### config.mk
export PLATFORM = sky130hd
export DESIGN_NAME = if_id_queue_flat
export DESIGN_NICKNAME = d
export VERILOG_FILES = /design/src/rtl/if_id_queue_pkg.sv /design/src/rtl/if_id_queue_if.sv /design/src/rtl/if_id_queue.sv /design/src/flat_wrapper.sv
export SDC_FILE = /design/constraint.sdc
export NUM_CORES = 1
export LEC_CHECK = 0
export BUFFER_PORTS_ARGS = -buffer_cell sky130_fd_sc_hd__buf_2
export CORE_MARGIN = 2
export CORE_UTILIZATION = 50
export DETAILED_ROUTE_END_ITERATION = 12
export PLACE_DENSITY = 0.77
export SLEW_MARGIN = 20
export SYNTH_ARGS = -nofsm -noshare
export SYNTH_HDL_FRONTEND = slang
export SYNTH_SLANG_ARGS = --single-unit
### constraint.sdc
create_clock -name clk -period 13.3 [get_ports clk]
set_clock_uncertainty 0.05 [all_clocks]
set_input_delay 1.33 -clock clk [delete_from_list [all_inputs] [get_ports clk]]
set_output_delay 1.33 -clock clk [all_outputs]
set_load 0.01 [all_outputs]
### src/rtl/if_id_queue_pkg.sv
// ----------------------------------------------------------------------------
// ifq_pkg
// Shared definitions for the IF/ID instruction queue.
//   WORD_W        : native PC / instruction width of the ARM pipeline
//   BUBBLE_INSTR  : value presented to decode when the queue holds nothing
//   ifq_entry_t   : one fetched PC/instruction pair
// Optional feature macro used by this slice: IFQ_PERF_EN (performance counters).
// ----------------------------------------------------------------------------
package ifq_pkg;

   localparam int WORD_W = 32;

   localparam logic [WORD_W-1:0] BUBBLE_INSTR = 32'h0000_0000;

   typedef struct packed {
      logic [WORD_W-1:0] pc;
      logic [WORD_W-1:0] instruction;
   } ifq_entry_t;

endpackage : ifq_pkg

### src/rtl/if_id_queue_if.sv
// ----------------------------------------------------------------------------
// if_id_queue_if
// Bundles the fetch-side, decode-side and status signals of the IF/ID queue.
//   master modport : the pipeline around the queue (drives fetch pair,
//                    decode freeze and flush; observes head and status)
//   slave modport  : the queue itself
// Signals:
//   inValid/inPc/inInstruction : pair offered by IF
//   ifFreeze                   : stall request back to IF (queue full)
//   idFreeze                   : decode cannot take the head this cycle
//   flush                      : taken branch, drop everything
//   outValid/outPc/outInstruction : head entry presented to ID
//   count                      : occupancy
// With IFQ_PERF_EN defined, stallCycles, bubbleCycles and flushCount are added.
// ----------------------------------------------------------------------------
interface if_id_queue_if
   import ifq_pkg::*;
#(
   parameter int DEPTH = 2,
   parameter int WIDTH = WORD_W
);
   localparam int CNT_W = $clog2(DEPTH) + 1;

   logic             inValid;
   logic [WIDTH-1:0] inPc;
   logic [WIDTH-1:0] inInstruction;
   logic             ifFreeze;
   logic             idFreeze;
   logic             flush;
   logic             outValid;
   logic [WIDTH-1:0] outPc;
   logic [WIDTH-1:0] outInstruction;
   logic [CNT_W-1:0] count;
`ifdef IFQ_PERF_EN
   logic [31:0]      stallCycles;
   logic [31:0]      bubbleCycles;
   logic [31:0]      flushCount;
`endif

   modport master (
      output inValid, inPc, inInstruction, idFreeze, flush,
      input  ifFreeze, outValid, outPc, outInstruction, count
`ifdef IFQ_PERF_EN
      , input stallCycles, bubbleCycles, flushCount
`endif
   );

   modport slave (
      input  inValid, inPc, inInstruction, idFreeze, flush,
      output ifFreeze, outValid, outPc, outInstruction, count
`ifdef IFQ_PERF_EN
      , output stallCycles, bubbleCycles, flushCount
`endif
   );

endinterface : if_id_queue_if

### src/rtl/if_id_queue.sv
// ----------------------------------------------------------------------------
// if_id_queue
// Instruction queue between fetch and decode. Captures each fetched
// PC/instruction pair, holds up to DEPTH of them in a circular buffer and
// presents the oldest to decode. Fetch is stalled only when the queue is full;
// a taken branch (flush) empties the queue in one cycle.
// Ports:
//   clk  : pipeline clock, all state changes on the rising edge
//   rst  : synchronous active-high reset (acts like a flush and also clears
//          the performance counters)
//   bus  : if_id_queue_if.slave (fetch pair in, head out, status)
// Optional feature: define IFQ_PERF_EN to add stallCycles, bubbleCycles and
// flushCount (32-bit, wrapping) on the interface.
// ----------------------------------------------------------------------------
module if_id_queue
   import ifq_pkg::*;
#(
   parameter int DEPTH = 2,
   parameter int WIDTH = WORD_W
) (
   input  logic         clk,
   input  logic         rst,
   if_id_queue_if.slave bus
);

   localparam int PTR_W = $clog2(DEPTH);
   localparam int CNT_W = PTR_W + 1;
   localparam logic [CNT_W-1:0] CNT_FULL = CNT_W'(DEPTH);
   localparam logic [CNT_W-1:0] CNT_ZERO = CNT_W'(0);
   localparam logic [CNT_W-1:0] CNT_ONE  = CNT_W'(1);
   localparam logic [PTR_W-1:0] PTR_ZERO = PTR_W'(0);
   localparam logic [PTR_W-1:0] PTR_ONE  = PTR_W'(1);

   // Entry storage; contents are deliberately never cleared, only the
   // pointers and occupancy decide what is valid.
   logic [WIDTH-1:0] mem_pc_r    [DEPTH];
   logic [WIDTH-1:0] mem_instr_r [DEPTH];

   logic [PTR_W-1:0] rd_r;
   logic [PTR_W-1:0] wr_r;
   logic [CNT_W-1:0] count_r;

   logic full_s;
   logic empty_s;
   logic push_s;
   logic pop_s;

   // Occupancy status and the accepted push/pop of this cycle.
   // Push is gated by full (not by a same-cycle pop) so that idFreeze has no
   // combinational path to ifFreeze. Flush discards both operations.
   always_comb begin
      full_s  = (count_r == CNT_FULL);
      empty_s = (count_r == CNT_ZERO);
      push_s  = bus.inValid && !full_s && !bus.flush;
      pop_s   = !empty_s && !bus.idFreeze && !bus.flush;
   end

   // Head presentation: the entry at rd, or a bubble when nothing is held.
   always_comb begin
      bus.outValid = !empty_s;
      bus.ifFreeze = full_s;
      bus.count    = count_r;
      if (empty_s) begin
         bus.outPc          = {WIDTH{1'b0}};
         bus.outInstruction = WIDTH'(BUBBLE_INSTR);
      end else begin
         bus.outPc          = mem_pc_r[rd_r];
         bus.outInstruction = mem_instr_r[rd_r];
      end
   end

   // Pointer and occupancy update; reset and flush both empty the queue.
   // Pointers are PTR_W bits wide, so they wrap modulo DEPTH on their own.
   always_ff @(posedge clk) begin
      if (rst || bus.flush) begin
         rd_r    <= PTR_ZERO;
         wr_r    <= PTR_ZERO;
         count_r <= CNT_ZERO;
      end else begin
         if (push_s) begin
            wr_r <= wr_r + PTR_ONE;
         end
         if (pop_s) begin
            rd_r <= rd_r + PTR_ONE;
         end
         case ({push_s, pop_s})
            2'b10:   count_r <= count_r + CNT_ONE;
            2'b01:   count_r <= count_r - CNT_ONE;
            default: count_r <= count_r;
         endcase
      end
   end

   // Entry write on an accepted push; reset does not touch storage.
   always_ff @(posedge clk) begin
      if (!rst && push_s) begin
         mem_pc_r[wr_r]    <= bus.inPc;
         mem_instr_r[wr_r] <= bus.inInstruction;
      end
   end

`ifdef IFQ_PERF_EN
   logic [31:0] stall_cycles_r;
   logic [31:0] bubble_cycles_r;
   logic [31:0] flush_count_r;

   // Performance counters, free-running and wrapping at 2^32.
   always_ff @(posedge clk) begin
      if (rst) begin
         stall_cycles_r  <= 32'd0;
         bubble_cycles_r <= 32'd0;
         flush_count_r   <= 32'd0;
      end else begin
         if (full_s) begin
            stall_cycles_r <= stall_cycles_r + 32'd1;
         end
         if (empty_s && !bus.idFreeze) begin
            bubble_cycles_r <= bubble_cycles_r + 32'd1;
         end
         if (bus.flush) begin
            flush_count_r <= flush_count_r + 32'd1;
         end
      end
   end

   assign bus.stallCycles  = stall_cycles_r;
   assign bus.bubbleCycles = bubble_cycles_r;
   assign bus.flushCount   = flush_count_r;
`endif

endmodule : if_id_queue

### src/flat_wrapper.sv
// flat-port wrapper written by rule: the top's interface ports become plain ports
module if_id_queue_flat import ifq_pkg::*;
#(
   parameter int DEPTH = 2,
   parameter int WIDTH = WORD_W
)
  (clk, rst, bus_inValid, bus_inPc, bus_inInstruction, bus_idFreeze, bus_flush, bus_ifFreeze, bus_outValid, bus_outPc, bus_outInstruction, bus_count);
  if_id_queue_if #(.DEPTH(DEPTH), .WIDTH(WIDTH)) bus_i ();
  input  logic clk;
  input  logic rst;
  input wire logic [$bits(bus_i.inValid)-1:0] bus_inValid;
  input wire logic [$bits(bus_i.inPc)-1:0] bus_inPc;
  input wire logic [$bits(bus_i.inInstruction)-1:0] bus_inInstruction;
  input wire logic [$bits(bus_i.idFreeze)-1:0] bus_idFreeze;
  input wire logic [$bits(bus_i.flush)-1:0] bus_flush;
  output wire logic [$bits(bus_i.ifFreeze)-1:0] bus_ifFreeze;
  output wire logic [$bits(bus_i.outValid)-1:0] bus_outValid;
  output wire logic [$bits(bus_i.outPc)-1:0] bus_outPc;
  output wire logic [$bits(bus_i.outInstruction)-1:0] bus_outInstruction;
  output wire logic [$bits(bus_i.count)-1:0] bus_count;
  assign bus_i.inValid = bus_inValid;
  assign bus_i.inPc = bus_inPc;
  assign bus_i.inInstruction = bus_inInstruction;
  assign bus_i.idFreeze = bus_idFreeze;
  assign bus_i.flush = bus_flush;
  assign bus_ifFreeze = bus_i.ifFreeze;
  assign bus_outValid = bus_i.outValid;
  assign bus_outPc = bus_i.outPc;
  assign bus_outInstruction = bus_i.outInstruction;
  assign bus_count = bus_i.count;
  if_id_queue #(.DEPTH(DEPTH), .WIDTH(WIDTH)) u_core (.clk(clk), .rst(rst), .bus(bus_i));
endmodule
==> run summary <==
Starting Density - 51.7%
Die Span X - 105 um
Mapped Area - 5050 um^2
Slowest-stage cell, CP - buf_4
RSZ-0062 raised after global routing - no
Hpwl dp - 5630 um
Row count - 36
CP Class - flop to output port
Max Cap Viol - 0
Largest net degree at the start of global routing - 65
Simple-Gate Fraction of Synth Area - 6.07%
Critical path data arrival time - 2.16 ns
Remaining global-route overflow - 0
Worst Path Required - 11.92 ns
Cell taking the most area after synthesis - edfxtp_1
Worst Max-Slew Pin Slew - 0.852 ns
Crit Path Max Fanout - 44
Power after layout - 0.966 mW
Post-CTS sizing - 0
CTS Buf Count - 17
Leak - 2.43 nW
Core footprint - 9770 um^2
Power per cell area - 149 nW/um^2
FMAX - 282 MHz
Fin nets - 515
DRC Markers - 0
Seq/Total Area, Yosys - 78.0%
Sw Pwr - 0.179 mW
Root Buffer - clkbuf_8
Hold WC Path Type - flop to flop
Violation count after the first detailed-route iteration - 182
Pre-antenna DRT Iters - 4
I/O pins - 137
Combinational Power Share - 4.2%
Most common cell after layout, fill and taps aside - buf_2
Pint - 0.786 mW
Reg clk slew, reported paths - 0.05 ns
CP bufs+invs - 2
Distinct cells, synth - 18
Crit path time final - 3.54 ns
Area of the die - 10900 um^2
Peak supply drop - 0.000117 V
RD Place Congestion - 0.769
CP Launch Type - flop
Global-route wire length before repair - 14200 um
Post-CTS Hold Buffers - 0
IO Port Bufs - 136
Initial antenna violation count - 0
# setup viols final - 0
Critical path capture point type - output port
TritonCTS sink count - 133
Share of power burned in registers - 48.8%
Total GRT Usage - 17.0%
XOR/XNOR Fraction of Synth Area - 0.347%
Final Slew Violations - 0
Postcts setup bufs - 0
CTS tree - done
Post-DR wirelength/cell - 15.4 um
Die Ht - 105 um
Setup tns final - 0 ns
Area share of the largest cell type after synthesis - 76.1%
ANT cells - 0
Fin crit share - 26.7%
Htree depth - 4
Syn Inst Count - 301
Synthesized Nets - 371
Synth Area in Compound Gates - 0.693%
Max clock buf depth - 2
Total wire length - 9070 um
Switching Fraction - 18.6%
Power share of the clock group - 47.0%
Yosys warning total - 0
Layout cell share with drive strength beyond 1 - 37.4%
Multiplexer share of the synthesized area - 12.7%
Status - completed
Final Instance Area - 6470 um^2
Routed Antenna Nets - 0
CP max stage delay - 0.51 ns
Clock latency on the worst-skew pair - 0.49 ns
Via count - 2903
Crit-path leading delay family - buffers and inverters
Vias/cell - 4.92
Synth-to-layout area growth - 28.0%
Yosys reg bits - 133
Avg Cell Area, Syn - 16.8 um^2
Largest cells by area after synthesis - edfxtp_1, mux2i_1, nor2_1
Area after DPL - 5860 um^2
Critical path cell sequence - nor2_4 > buf_4 > nor2_1 > buf_2
Final-report hold violation count - 0
Adder-Cell Fraction of Synth Area - 0.248%
Slew HR - 43.2%
Vias in the first global route - 2956
Largest family of logic cells by synthesized area - multiplexers
Most frequent cells in the layout - buf_2, edfxtp_1, nor2_1
-- cell families after synthesis --
logic type	after synthesis
buffers and inverters	18
XOR/XNOR	2
flip-flops	133
AO/OA/AOI/OAI	7
multiplexers	64
AND/OR/NAND/NOR	76
adder cells (fa/ha/maj)	1
-- cell type report --
| type | instances | area, um^2 |
|---|---|---|
| clock buffer | 20 | 425 |
| clock inverter | 11 | 159 |
| fill | 722 | 3300 |
| inverter | 3 | 11.3 |
| multi-input combinational | 150 | 1030 |
| sequential | 133 | 3950 |
| tap | 133 | 166 |
| timing repair buffer | 140 | 731 |
-- cells in the mapped netlist --
library cell	n
nor2b_1	1
xor2_1	1
edfxtp_1	128
nor3_1	3
or3_1	4
mux2i_1	64
buf_2	6
a21oi_1	4
nor2_1	66
ha_1	1
xnor2_1	1
or2_2	1
buf_4	6
inv_1	3
nand2b_1	1
o21ai_0	3
dfxtp_1	5
clkbuf_1	3
-- sequential cells by signal, indices dropped and copies added (netlist names), named ones only --
register            flops
u_core.wr_r             1
u_core.rd_r             1
u_core.bus.count        2
u_core.mem_pc_r        64
u_core.mem_instr_r     64
-- worst min-delay path, stage by stage, from the launching register on --
cell	delay, ns
dfxtp_1	0.33
o21ai_0	0.08
a21oi_1	0.06
-- per-stage QoR --
stage,util [%],worst slack (ns),instances,hold slack [ns]
2_1_floorplan,-,6.56,301,0.422
3_3_place_gp,59.9,10.23,558,0.443
3_5_place_dp,59.9,10.20,558,0.456
4_1_cts,65.9,9.68,589,0.467
5_1_grt,66.2,9.56,590,0.522
6_report,66.2,9.76,590,0.472
-- power groups by stage --
stage	combinational, mW	sequential [mW]	clock (mW)
CTS	0.0405	0.472	0.462
global placement	0.0388	0.480	0
floorplan	0.0190	0.480	0
finish	0.0408	0.471	0.454
detailed placement	0.0404	0.480	0
global route	0.0449	0.471	0.483
-- worst paths after layout --
kind | start | end | slack, ns | depth (start not counted)
setup / recovery | u_core.bus.count[0] | bus_outPc[12] | 9.76 | 4
hold / removal | u_core.wr_r | u_core.wr_r | 0.47 | 2
setup reg to reg | u_core.bus.count[0] | u_core.mem_pc_r[0][4] | 11.17 | 4
hold reg to reg | u_core.wr_r | u_core.wr_r | 0.47 | 2
-- metal layers --
layer	GRT usage (%)	vias to the layer above	share of wire [%]
li1	-	1406	-
met1	20.8	1393	41
met2	28.3	85	52
met3	4.74	19	5.0
met4	7.53	0	2.0
met5	0	-	0
No activity file was read; power rests on OpenSTA's default activity.
